<file path="src/rtl/pipeline_flow_ctrl.sv">
// Pipeline hazard/flow controller: memory stalls, load-use bubbles, jump redirect and refill.
// Latency: stall/bubble/flush are combinational; redirect request and counters are registered (1 cycle).
// Backpressure: mem_busy freezes everything; redirect is held until fetch asserts redirect_ready.
module pipeline_flow_ctrl #(
  parameter int REFILL_CYCLES = 3,
  parameter int REG_IDX_W     = 3
) (
  input  logic                 clk,
  input  logic                 rst,
  input  logic                 rr_valid,
  input  logic                 rr_src1_used,
  input  logic                 rr_src2_used,
  input  logic [REG_IDX_W-1:0] rr_src1_idx,
  input  logic [REG_IDX_W-1:0] rr_src2_idx,
  input  logic                 ex_valid,
  input  logic                 ex_is_load,
  input  logic                 ex_dst_wr,
  input  logic [REG_IDX_W-1:0] ex_dst_idx,
  input  logic                 ex_is_jmp,
  input  logic [31:0]          ex_jmp_target,
  input  logic                 mem_busy,
  input  logic                 redirect_ready,
  output logic                 stall_all,
  output logic                 stall_front,
  output logic                 bubble_ex,
  output logic                 flush_front,
  output logic                 redirect_valid,
  output logic [31:0]          redirect_pc,
  output logic [1:0]           state,
  output logic [15:0]          stall_count,
  output logic [15:0]          flush_count,
  output logic                 err_refill
);

  typedef enum logic [1:0] {
    RUN      = 2'd0,
    MEMWAIT  = 2'd1,
    REDIRECT = 2'd2,
    REFILL   = 2'd3
  } state_t;

  localparam logic [3:0] REFILL_LAST = 4'(REFILL_CYCLES - 1);

  state_t      cur_state, nxt_state;
  logic [3:0]  refill_cnt, refill_cnt_nxt;
  logic        redirect_valid_nxt;
  logic [31:0] redirect_pc_nxt;
  logic        flush_inc;
  logic        load_use;

  assign state = cur_state;

  assign load_use = rr_valid & ex_valid & ex_is_load & ex_dst_wr &
                    ((rr_src1_used & (rr_src1_idx == ex_dst_idx)) |
                     (rr_src2_used & (rr_src2_idx == ex_dst_idx)));

  always_comb begin
    nxt_state          = cur_state;
    refill_cnt_nxt     = refill_cnt;
    redirect_valid_nxt = redirect_valid;
    redirect_pc_nxt    = redirect_pc;
    flush_inc          = 1'b0;
    stall_all          = 1'b0;
    stall_front        = 1'b0;
    bubble_ex          = 1'b0;
    flush_front        = 1'b0;
    unique case (cur_state)
      // MEMWAIT without mem_busy replays RUN so a jump frozen in EX still redirects
      RUN, MEMWAIT: begin
        if (mem_busy) begin
          stall_all = 1'b1;
          nxt_state = MEMWAIT;
        end else if (ex_valid && ex_is_jmp) begin
          flush_front        = 1'b1;
          redirect_pc_nxt    = ex_jmp_target;
          redirect_valid_nxt = 1'b1;
          flush_inc          = 1'b1;
          nxt_state          = REDIRECT;
        end else begin
          nxt_state = RUN;
          if (load_use) begin
            stall_front = 1'b1;
            bubble_ex   = 1'b1;
          end
        end
      end
      REDIRECT: begin
        flush_front = redirect_valid;
        if (mem_busy) begin
          stall_all = 1'b1;
        end else if (redirect_ready) begin
          redirect_valid_nxt = 1'b0;
          refill_cnt_nxt     = REFILL_LAST;
          nxt_state          = REFILL;
        end
      end
      REFILL: begin
        if (mem_busy) begin
          stall_all = 1'b1;
        end else if (refill_cnt == 4'd0) begin
          nxt_state = RUN;
        end else begin
          refill_cnt_nxt = refill_cnt - 4'd1;
        end
      end
      default: nxt_state = RUN;
    endcase
  end

  always_ff @(posedge clk or negedge rst) begin
    if (!rst) begin
      cur_state      <= RUN;
      refill_cnt     <= 4'd0;
      redirect_valid <= 1'b0;
      redirect_pc    <= 32'd0;
      stall_count    <= 16'd0;
      flush_count    <= 16'd0;
      err_refill     <= 1'b0;
    end else begin
      cur_state      <= nxt_state;
      refill_cnt     <= refill_cnt_nxt;
      redirect_valid <= redirect_valid_nxt;
      redirect_pc    <= redirect_pc_nxt;
      if ((stall_all || stall_front) && stall_count != 16'hFFFF)
        stall_count <= stall_count + 16'd1;
      if (flush_inc && flush_count != 16'hFFFF)
        flush_count <= flush_count + 16'd1;
      if (cur_state == REFILL && ex_valid)
        err_refill <= 1'b1;
    end
  end

endmodule

</file>
<file path="config.mk">
export PLATFORM = sky130hd
export DESIGN_NAME = pipeline_flow_ctrl
export DESIGN_NICKNAME = d
export VERILOG_FILES = /design/src/rtl/pipeline_flow_ctrl.sv
export SDC_FILE = /design/constraint.sdc
export NUM_CORES = 1
export LEC_CHECK = 0
export BUFFER_PORTS_ARGS = -buffer_cell sky130_fd_sc_hd__buf_2
export CAP_MARGIN = 15
export CORE_UTILIZATION = 42
export CTS_CLUSTER_DIAMETER = 150
export CTS_CLUSTER_SIZE = 16
export DETAILED_ROUTE_END_ITERATION = 10
export PLACE_DENSITY = 0.7
export SLEW_MARGIN = 20
export SYNTH_ARGS = -nofsm -noshare
export SYNTH_HDL_FRONTEND = slang
export SYNTH_SLANG_ARGS = --single-unit
</file>
<file path="constraint.sdc">
create_clock -name clk -period 2.6 [get_ports clk]
set_input_delay 0.78 -clock clk [delete_from_list [all_inputs] [get_ports clk]]
set_output_delay 0.78 -clock clk [all_outputs]
set_load 0.005 [all_outputs]
</file>
==> impl_metrics.yaml <==
finish:
  fin_util: 0.553
  fillers: 692
  fin_nets: 450
  multi_input_area_mm2: 0.00146
  seq_area_mm2: 0.00180
  drive_gt1_frac: 0.485
  diodes: 0
  design_area_mm2: 0.00427
  area_growth_pct: 28.0
place:
  place_ws_ns: 0.143
  placed_area_mm2: 0.00408
  port_buffers: 123
  gp_congestion: 0.832
  place_hpwl_um: 4760
clock_network:
  clock_latency_ns: 0.34
  htreeDepth: 3
  post_cts_buffers: 0
  clock_path_buffers: 2
  clk_pin_slew_worst_paths_ns: 0.07
  ctsResizeCount: 0
  cts-root-buf: "clkbuf_8"
  cts_tree: "yes"
  cts_buffers: 9
  clock_sinks: 72
  ctsHoldBuffers: 0
synthesis:
  ys.flop_type: "dfrtp_1"
  yosys_warnings: 0
  syn_inst: 270
  synth.avg_cell_area_um2: 12.4
  synthArstFlopShare: 1.00
  synth-edff-count: 0
  ys_seq_elements: 72
  syn_area_mm2: 0.00334
  synth.distinct_cells: 50
  seq_area_frac_synth: 0.540
  synth.net_count: 325
global_routing:
  grt_max_degree: 73
  grt_pass1_vias: 2303
  antenna_found_initial: 0
  gr-usage-all-layers: 0.164
  grt.overflow.total: 0
  grt_first_pass_wirelength_um: 10700
critical_path:
  reg2reg_depth: 6
  worst-setup-path-type: "in -> out"
  crit_family: "simple AND/OR/NAND/NOR gates"
  max_stage_delay_ns: 0.23
  worst-endpoint-required_ns: 1.82
  cp_num_buf_inv: 2
  timing.rr.start: "stall_count[0]"
  cp_max_fo: 3
  cp-start-kind: "input pin"
  cp_slowest_cell: "and4b_1"
  r2r_setup_slack_ns: 0.59
  cp_common_cell: "buf_2"
  reg2reg_to: "stall_count[1]"
  path_cells: "buf_2 > and4b_1 > nand4b_1 > a21oi_4 > buf_2"
  cp.arrival_ns: 1.64
  worstSetupEndpointType: "output port"
sta:
  setup_viol: 0
  maxSlewHeadroom: 0.652
  finalSetupTns_ns: 0
  worst_pin_slew_ns: 0.522
  rsz0062_at_grt: "no"
  skew_ns: 0.00659
  max_freq_mhz: 413
  slew_viol_final: 0
  hold_viol_final: 0
  fin_ws_ns: 0.178
  fin_crit_ns: 2.42
  finalCritPeriodShare: 0.931
detailed_routing:
  first_iter_violations: 54
  via_count: 2486
  wl_um: 6660
  drt-wirelength-per-cell_um: 13.3
  detail-route-antenna-nets: 0
  first_pass_iters: 4
  drc: 0
  viasPerCell: 4.95
floorplanning:
  num_rows: 32
  die_x_um: 91.2
  pin_count: 124
  start_util: 0.432
  core_area_mm2: 0.00773
  die_h_um: 91.2
  fp.dieArea_mm2: 0.00831
job:
  cap_viol_max_count: 0
pwr:
  leakagePower_nw: 2.12
  vdd_ir_drop_max_v: 0.000433
  p_per_area_mw_per_mm2: 852
worst_hold_path:
  hold_class: "in -> async"
status:
  status: "finished, final reports clean"
-- cell families (layout without fill, tap and decap cells) --
kind of cell             Yosys count  after routing  share of synthesized area
buffers and inverters             19            149                     0.0292
XOR/XNOR                          34             34                     0.0892
multiplexers                      35             35                      0.119
AO/OA/AOI/OAI                     33             33                     0.0851
flip-flops                        72             72                      0.540
AND/OR/NAND/NOR                   74             74                      0.127
adder cells (fa/ha/maj)            3              3                     0.0112
-- layout by cell type (no fill, tap or decap), types with 4 or more instances in the layout --
master,netlist,routed
mux2_2,33,33
dfrtp_1,72,72
and3_1,7,7
nand3_1,8,8
and3_2,4,4
inv_1,6,6
nor2_1,12,12
nand4_1,4,4
xnor2_1,24,24
o211ai_1,6,6
clkinv_2,0,4
xor2_1,10,10
buf_2,5,123
clkbuf_8,0,10
nor3_1,4,4
nand2_1,17,17
o2111ai_1,6,6
-- cell usage after synthesis (3+ instances only) --
master / n / area share
o211ai_2: 3 / 0.011
and3_1: 7 / 0.013
nor2_1: 12 / 0.013
buf_2: 5 / 0.0075
nor2b_1: 3 / 0.0056
xor2_1: 10 / 0.026
o21ai_0: 3 / 0.0045
nand4_1: 4 / 0.0075
mux2_2: 33 / 0.11
o2111ai_1: 6 / 0.016
buf_4: 3 / 0.0067
xnor2_1: 24 / 0.063
inv_1: 6 / 0.0067
nor3_1: 4 / 0.0060
nand3_1: 8 / 0.012
ha_1: 3 / 0.011
a21oi_1: 3 / 0.0045
nand2_1: 17 / 0.019
o211ai_1: 6 / 0.013
and3_2: 4 / 0.0090
dfrtp_1: 72 / 0.54
-- worst max-delay path by stage --
stage                  start           to  slack, ns  cells after the start
3_5_place_dp       ex_is_jmp    bubble_ex       0.14                      5
6_report           ex_is_jmp    bubble_ex       0.18                      5
5_1_grt        ex_dst_idx[2]    bubble_ex       0.06                      5
2_1_floorplan       mem_busy  stall_front       0.07                      6
3_3_place_gp       ex_is_jmp    bubble_ex       0.16                      5
4_1_cts            ex_is_jmp    bubble_ex       0.14                      5
-- registers in the layout, summed over array words and instances (netlist names) --
signal and count:
redirect_valid 1, refill_cnt 4, state 2, stall_count 16, err_refill 1, redirect_pc 32, flush_count 16
-- metal layers --
| layer | global-route usage | share of wire | vias up |
|---|---|---|---|
| li1 | - | - | 1219 |
| met3 | 0.0343 | 0.060 | 9 |
| met5 | 0 | 0 | - |
| met4 | 0.0820 | 0.016 | 0 |
| met1 | 0.216 | 0.48 | 1163 |
| met2 | 0.258 | 0.44 | 95 |
-- report_power, final --
part	switching, mW	total (mW)	internal, mW
Sequential	0.255	1.74	1.49
Combinational	0.411	1.03	0.622
Clock	0.400	0.864	0.464
Total	1.07	3.64	2.57
-- through the flow --
stage	total power, mW	hold WS [ns]	instances
after floorplan	2.30	0.466	270
after global placement	2.78	0.456	486
after detailed placement	2.82	0.464	486
after CTS	3.70	0.460	502
after global routing	3.89	0.473	502
final	3.64	0.448	502
-- layout make-up --
| cell class | instances | area share |
|---|---|---|
| clock buffer | 10 | 0.0322 |
| clock inverter | 6 | 0.0138 |
| inverter | 6 | 0.00527 |
| multi-input combinational | 179 | 0.340 |
| sequential | 72 | 0.422 |
| tap | 102 | 0.0299 |
| timing repair buffer | 127 | 0.157 |
(Power assumes the default switching activity.)
